## config.mk

```make
export PLATFORM = sky130hd
export DESIGN_NAME = toyrisc_control
export DESIGN_NICKNAME = d
export VERILOG_FILES = /design/src/rtl/toyrisc_control.sv
export SDC_FILE = /design/constraint.sdc
export NUM_CORES = 1
export LEC_CHECK = 0
export CAP_MARGIN = 20
export CORE_ASPECT_RATIO = 1.2
export CORE_MARGIN = 2
export CORE_UTILIZATION = 46
export CTS_CLUSTER_SIZE = 28
export DETAILED_ROUTE_END_ITERATION = 12
export GPL_ROUTABILITY_DRIVEN = 0
export HOLD_SLACK_MARGIN = 0.02
export PLACE_DENSITY = 0.81
export SYNTH_ARGS = -nofsm -noshare
export SYNTH_HDL_FRONTEND = slang
export SYNTH_SLANG_ARGS = --single-unit
```

## constraint.sdc

```tcl
create_clock -name clock -period 3.7 [get_ports clock]
set_clock_uncertainty 0.1 [all_clocks]
set_input_delay 0.74 -clock clock [delete_from_list [all_inputs] [get_ports clock]]
set_output_delay 0.74 -clock clock [all_outputs]
set_load 0.005 [all_outputs]
```

## src/rtl/toyrisc_control.sv

```systemverilog
// ToyRISC control unit: fetch/execute/memory sequencer with PC, instruction latch and strobes.
// Optional dataAck timeout is enabled by defining TOYRISC_TIMEOUT_EN.
module toyrisc_control #(
    parameter logic [15:0] RESET_PC       = 16'h0000,
    parameter int          TIMEOUT_CYCLES = 16
) (
    input  logic        clock,
    input  logic        reset,
    output logic        progReq,
    output logic [15:0] progAddr,
    input  logic        progAck,
    input  logic [31:0] progData,
    output logic [31:0] instruction,
    output logic [15:0] incPc,
    output logic        writeEnable,
    input  logic [31:0] leftOp,
    output logic        dataRead,
    output logic        dataWrite,
    input  logic        dataAck,
    output logic        halted,
    output logic        timeoutErr
);

    typedef enum logic [1:0] {
        FETCH = 2'd0,
        EXEC  = 2'd1,
        MEM   = 2'd2,
        HALT  = 2'd3
    } state_t;

    state_t      state;
    logic [15:0] pc;
    logic [15:0] branchTarget;
    logic        isLoad;
    logic        execWrites;

    if (TIMEOUT_CYCLES < 1) begin : gBadTimeout
        $error("TIMEOUT_CYCLES must be at least 1");
    end

    // Only 100000 (load) and 100001 (store) reach MEM, so bit 26 alone selects the direction.
    assign isLoad       = ~instruction[26];
    assign execWrites   = (instruction[31:30] != 2'b10);
    assign branchTarget = incPc + {{5{instruction[10]}}, instruction[10:0]};

    assign progAddr    = pc;
    assign progReq     = reset && (state == FETCH);
    assign dataRead    = reset && (state == MEM) && isLoad;
    assign dataWrite   = reset && (state == MEM) && !isLoad;
    assign halted      = reset && (state == HALT);
    assign writeEnable = reset && (((state == EXEC) && execWrites) ||
                                   ((state == MEM) && isLoad && dataAck));

`ifdef TOYRISC_TIMEOUT_EN
    logic [15:0] memCount;
    logic        timeoutFlag;

    assign timeoutErr = timeoutFlag;
`else
    assign timeoutErr = 1'b0;
`endif

    always_ff @(posedge clock or negedge reset) begin
        if (!reset) begin
            state       <= FETCH;
            pc          <= RESET_PC;
            instruction <= '0;
            incPc       <= '0;
`ifdef TOYRISC_TIMEOUT_EN
            memCount    <= '0;
            timeoutFlag <= 1'b0;
`endif
        end else begin
            case (state)
                FETCH: begin
                    if (progAck) begin
                        instruction <= progData;
                        incPc       <= pc + 16'd1;
                        state       <= EXEC;
                    end
                end
                EXEC: begin
`ifdef TOYRISC_TIMEOUT_EN
                    memCount <= '0;
`endif
                    case (instruction[31:30])
                        2'b00: begin
                            pc    <= leftOp[15:0];
                            state <= FETCH;
                        end
                        2'b01, 2'b11: begin
                            pc    <= incPc;
                            state <= FETCH;
                        end
                        default: begin
                            case (instruction[29:26])
                                4'b0000, 4'b0001: state <= MEM;
                                4'b0010: begin
                                    pc    <= (leftOp == 32'd0) ? branchTarget : incPc;
                                    state <= FETCH;
                                end
                                default: state <= HALT;
                            endcase
                        end
                    endcase
                end
                MEM: begin
                    if (dataAck) begin
                        pc    <= incPc;
                        state <= FETCH;
                    end
`ifdef TOYRISC_TIMEOUT_EN
                    else if (memCount == 16'(TIMEOUT_CYCLES - 1)) begin
                        timeoutFlag <= 1'b1;
                        state       <= HALT;
                    end else begin
                        memCount <= memCount + 16'd1;
                    end
`endif
                end
                default: state <= HALT;
            endcase
        end
    end

endmodule

```

==> summary.md, run 1 <==
| Metric | Value |
|---|---|
| P_leak | `approximately 2.3 nW` |
| Top_reg_cell synth | `dfrtp_1` |
| Tcrit/Tclk final | `0.880` |
| Seq cells post-synth | `66` |
| Post-CTS Resized | `0` |
| Starting density of the core | `0.468` |
| Area contributors post-synth | `dfrtp_1 (42%), mux2_2 (9.4%), ha_1 (6.6%), o21ai_0 (4.9%), nand2_1 (4.5%)` |
| # IOs | `about 140` |
| Core box area | `around 8500 um2` |
| Final Critical Period | `3.26 ns` |
| Cell Int Power | `3.02 mW` |
| Fin nets | `642` |
| Yosys cell types | `52` |
| Share of post-route cells with drive strength above 1 | `0.118` |
| Die ar. | `9380 um2` |
| Largest net degree at the start of global routing | `56` |
| HP Class | `in2async` |
| Worst-margin pin slew | `around 0.7 ns` |
| Die X | `just under 90 um` |
| Dpl hpwl | `between 8 and 9 mm` |
| Worst setup EP type | `register` |
| Area leader, netlist | `dfrtp_1` |
| Overflow after GRT | `0` |
| Final hold vios | `0` |
| VDD IR max | `0.477 mV` |
| PD cells | `approximately 910 nW/um2` |
| DR iter-0 viols | `288` |
| Max Root-Sink Buffers | `2` |
| Number of buffers created by CTS | `9` |
| Die Ht | `~110 um` |
| Commonest non-fill, non-tap cell in the layout | `clkdlybuf4s50_1` |
| GRT Resource Usage Total | `0.249` |
| Crit path arrival time | `approximately 3.4 ns` |
| Clock share of power | `0.117` |
| Critical path type | `reg2reg` |
| Setup crit start kind | `register` |
| Logic gate share of total power | `0.592` |
| Hold buffers post-CTS | `0` |
| Net Switching | `~2.1 mW` |
| Setup violators final | `0` |
| Row cnt | `37` |
| First-pass GRT wire length | `between 15 and 20 mm` |
| Worst-path cell chain | `ha_1 > fa_1 > a21oi_2 > o21ai_2 > a2111o_1 > a2111oi_2 > o31ai_1 > and2_4 > or3_1 > a21oi_1` |
| Fillers | `around 700` |
| Mean area per synthesized cell | `between 9 and 10 um2` |
| Layout overhead on the synthesized area | `42.7%` |
| Vias per cell | `5.66` |
| Fin util | `0.668` |
| CTS tree | `yes` |
| Unrepaired setup endpoints after global routing | `no` |
| Part of the power in registers | `0.291` |
| Crit path largest cell delay | `0.47 ns` |
| Avg WL per Cell | `between 15 and 20 um` |
| Clock sink count | `between 60 and 70` |
| Postcts setup bufs | `0` |
| Worst Path Max Fanout | `5` |
| Clock Latency Late Sink | `0.34 ns` |
| Vias in the first global route | `approximately 3900` |
| PortBufs | `136` |
| Initial DRT Pass Iterations | `7` |
| Outcome | `finished clean` |
| Fmax | `307 MHz` |
| Gate Count Post-Synth | `just over 400` |
| Synth Cell Area | `~4000 um2` |
| Maxcap violations | `0` |
| Overall routed net length | `between 10 and 15 mm` |
| Critical Path RT | `3.87 ns` |
| H-tree lvl count | `3` |
| CTS Root Cell | `clkbuf_8` |
| Critical-path top delay cell | `a2111o_1` |
| Setup_tns | `0 ns` |
| Net Sw Frac | `0.415` |
| DR vias | `about 3800` |
| Slew margin rel. | `0.532` |
| EDFF count, synth | `0` |
| Yosys top cell area share | `0.417` |
| Sequential area share after synthesis | `0.417` |
| CP top delay family | `compound AO/OA/AOI/OAI gates` |
| # diodes | `0` |
| Slew Viols, Final | `0` |
| DRT antenna net count | `0` |
| Most frequent cells in the layout | `clkdlybuf4s50_1 (135), dfrtp_1 (66), nand2_1 (47)` |
| Critical path buffers and inverters | `0` |
| Antenna violations before repair | `0` |
| Net Count, Synth | `around 500` |
| Power Total | `around 5.2 mW` |
| Clk slew on worst S/H paths | `about 0.080 ns` |
| Worst Hold Slack | `0.191 ns` |
| DRC | `0` |
| Async set-or-reset flop fraction in the synthesized netlist | `1.00` |
| Ys Warns | `0` |
kinds of logic after synthesis:
group,after synthesis,share of synthesized area
AND/OR/NAND/NOR,124,0.150
AO/OA/AOI/OAI,111,0.178
flip-flops,66,0.417
multiplexers,35,0.0988
buffers and inverters,32,0.0313
XOR/XNOR,24,0.0530
adder cells (fa/ha/maj),22,0.0714
other,1,0.000946
flip-flops by register name, indices dropped and copies added, names as in the netlist:
register,flops
progAddr,16
instruction,32
state,2
incPc,16
path summary, 6_finish.rpt:
check                           startpoint               to  slack (ns)  depth (start not counted)
setup / recovery                  incPc[0]     progAddr[12]        0.44                         10
hold / removal                       reset  instruction[22]        0.19                          1
setup reg to reg                  incPc[0]     progAddr[12]        0.44                         10
hold reg to reg            instruction[18]  instruction[18]        0.41                          1
max in group asynchronous            reset      progAddr[5]        2.28                          2
min in group clock         instruction[18]  instruction[18]        0.41                          1
worst register-to-register path: stages, from the launching register on:
cell and delay (ns):
dfrtp_1 0.42, ha_1 0.24, fa_1 0.43, a21oi_2 0.18, o21ai_2 0.08, a2111o_1 0.47
a2111oi_2 0.43, o31ai_1 0.16, and2_4 0.18, or3_1 0.37, a21oi_1 0.14
per-stage QoR:
stage | cells | cell area [um2] | setup WS, ns
6_report | 674 | 5660 | 0.442
5_1_grt | 674 | 5660 | 0.290
4_1_cts | 674 | 5660 | 0.456
3_5_place_dp | 658 | 5460 | 0.493
3_3_place_gp | 658 | 5460 | 0.533
2_1_floorplan | 415 | 3960 | 0.651
cell type report:
cell class	instances	area, um2	area share
clock buffers	9	124	0.0219
clock inverters	7	70.1	0.0124
inverters	16	60.1	0.0106
multi-input cells	317	2190	0.387
flip-flops and latches	66	1650	0.292
well taps	117	146	0.0259
repair buffers	142	1410	0.250
power groups by stage:
stage	Clock, mW	Sequential (mW)	Combinational (mW)
after global routing	0.645	1.57	3.36
after global placement	0	1.49	2.92
after floorplan	0	1.42	1.81
after detailed placement	0	1.52	3.01
final	0.602	1.50	3.05
after CTS	0.610	1.50	3.04
synthesized netlist by cell type, drive strengths merged, types with 4 or more instances:
cell and n:
dfrtp 66, nand2 48, o21ai 40, mux2 33, a21oi 26, nor2 22
ha 21, inv 16, clkbuf 15, xnor2 15, nor4 9, xor2 9
a221oi 7, nand4 7, nor3 7, nand3 6, a211oi 5, and2 5
nand2b 5, o22ai 5, and3 4, or2 4
per-layer routing:
metal	vias up	track usage	wire, um
li1	1783	-	-
met1	1819	0.289	4450
met2	173	0.424	5630
met3	37	0.0501	878
met4	0	0.123	395
met5	-	0	0
(Power assumes the default switching activity.)
==> run 2: changes to the inputs <==
CAP_MARGIN = 15   (was 20)
RECOVER_POWER = 100   (was default)
==> summary.md, run 2 (synthesis results as in run 1) <==
| Metric | Value |
|---|---|
| Fillers | `703` |
| Largest register FFs | `32` |
| HP Class | `in2async` |
| Post-CTS Resized | `0` |
| Worst Path Max Fanout | `5` |
| Multi-input logic area | `2180 um2` |
| Reg2reg path depth | `10` |
| Hold buffers post-CTS | `0` |
| Clock sink count | `66` |
| DRT antenna net count | `0` |
| PortBufs | `136` |
| # diodes | `0` |
| DRC | `0` |
| Die Ht | `106 um` |
| Largest net degree at the start of global routing | `56` |
| Part of the power in registers | `0.299` |
| Reg2reg setup slack | `0.34 ns` |
| Final hold vios | `0` |
| Logic gate share of total power | `0.580` |
| Crit path arrival time | `between 3 and 4 ns` |
| Critical Path RT | `between 3 and 4 ns` |
| Vias in the first global route | `3858` |
| Net Sw Frac | `0.425` |
| DR iter-0 viols | `between 300 and 400` |
| Seq. cell area | `about 1700 um2` |
| Setup crit start kind | `register` |
| Postcts setup bufs | `0` |
| DR vias | `3807` |
| # IOs | `about 140` |
| Slew Viols, Final | `0` |
| Final Critical Period | `between 3 and 4 ns` |
| Unrepaired setup endpoints after global routing | `no` |
| Fin util | `0.664` |
| Initial DRT Pass Iterations | `5` |
| Dpl hpwl | `approximately 8.6 mm` |
| Worst R2R Start | `incPc[0]` |
| CTS tree | `yes` |
| Die ar. | `between 9000 and 10000 um2` |
| Most frequent cells in the layout | `dlygate4sd3_1 (69), dfrtp_1 (66), clkdlybuf4s50_1 (66)` |
| FF-to-FF End | `progAddr[12]` |
| Avg WL per Cell | `around 17 um` |
| Worst setup EP type | `register` |
| Worst Setup SP | `incPc[0]` |
| VDD IR max | `~0.46 mV` |
| GRT Resource Usage Total | `0.249` |
| Top reg by flops | `instruction` |
| Commonest non-fill, non-tap cell in the layout | `dlygate4sd3_1` |
| Slew margin rel. | `0.0953` |
| Share of post-route cells with drive strength above 1 | `0.110` |
| Core box area | `roughly 8500 um2` |
| CTS Root Cell | `clkbuf_8` |
| H-tree lvl count | `3` |
| First-pass GRT wire length | `between 15 and 20 mm` |
| Worst-margin pin slew | `roughly 1.4 ns` |
| Overall routed net length | `11.4 mm` |
| PD cells | `approximately 900 nW/um2` |
| Number of buffers created by CTS | `9` |
| Net Switching | `between 2 and 2.5 mW` |
| Critical path type | `reg2reg` |
| Vias per cell | `5.65` |
| Overflow after GRT | `0` |
| Fin nets | `between 600 and 700` |
| Setup violators final | `0` |
| Clock share of power | `0.121` |
| Clock Latency Late Sink | `approximately 0.35 ns` |
| Die X | `around 89 um` |
| Tcrit/Tclk final | `0.907` |
| Row cnt | `37` |
| P_leak | `2.37 nW` |
| Outcome | `finished clean` |
| Max Root-Sink Buffers | `2` |
| Setup_tns | `0 ns` |
| Cell Int Power | `between 2 and 3 mW` |
| Layout overhead on the synthesized area | `41.9%` |
| Starting density of the core | `0.468` |
| Clk slew on worst S/H paths | `0.08 ns` |
| Antenna violations before repair | `0` |
| Maxcap violations | `0` |
| Fmax | `around 300 MHz` |
run 2: worst max-delay path, stage by stage, from the launching register on:
cell,delay (ns)
dfrtp_1,0.42
ha_1,0.24
fa_1,0.42
a21oi_1,0.22
o21ai_2,0.09
a2111o_1,0.47
a2111oi_2,0.44
o31ai_1,0.15
and2_0,0.21
or3_1,0.38
a21oi_1,0.14
run 2: per-layer routing:
| layer | vias up | part of all wire | wire, um | global-route usage |
|---|---|---|---|---|
| met5 | - | 0 | 0 | 0 |
| met4 | 0 | 0.035 | 395 | 0.123 |
| met3 | 36 | 0.076 | 867 | 0.0501 |
| met2 | 181 | 0.50 | 5660 | 0.424 |
| met1 | 1808 | 0.39 | 4480 | 0.289 |
| li1 | 1782 | - | - | - |
run 2: layout make-up:
type | instances | share of cell area
inverters | 16 | 0.0107
clock inverters | 7 | 0.0125
well taps | 117 | 0.0260
repair buffers | 142 | 0.247
flip-flops and latches | 66 | 0.294
multi-input cells | 317 | 0.388
clock buffers | 9 | 0.0220
run 2: through the flow:
step	power [mW]	cells	worst slack (ns)	hold slack, ns	cell area (um2)
detailed placement	4.53	658	0.493	0.392	5460
floorplan	3.24	415	0.651	0.344	3960
CTS	5.16	674	0.456	0.194	5660
global route	5.40	674	0.186	0.404	5620
global placement	4.42	658	0.533	0.387	5460
finish	5.00	674	0.345	0.360	5620
run 2: how the worst max path moves through the flow:
stage,to,slack (ns)
final,progAddr[12],0.34
after global routing,progAddr[12],0.19
after CTS,progAddr[12],0.46
after global placement,progAddr[12],0.53
after detailed placement,progAddr[12],0.49
after floorplan,progAddr[12],0.65
run 2: power groups by stage:
stage               sequential [mW]  combinational [mW]  clock (mW)
floorplan                      1.42                1.81           0
global placement               1.49                2.92           0
detailed placement             1.52                3.01           0
CTS                            1.50                3.04       0.610
global route                   1.55                3.20       0.645
finish                         1.49                2.90       0.605
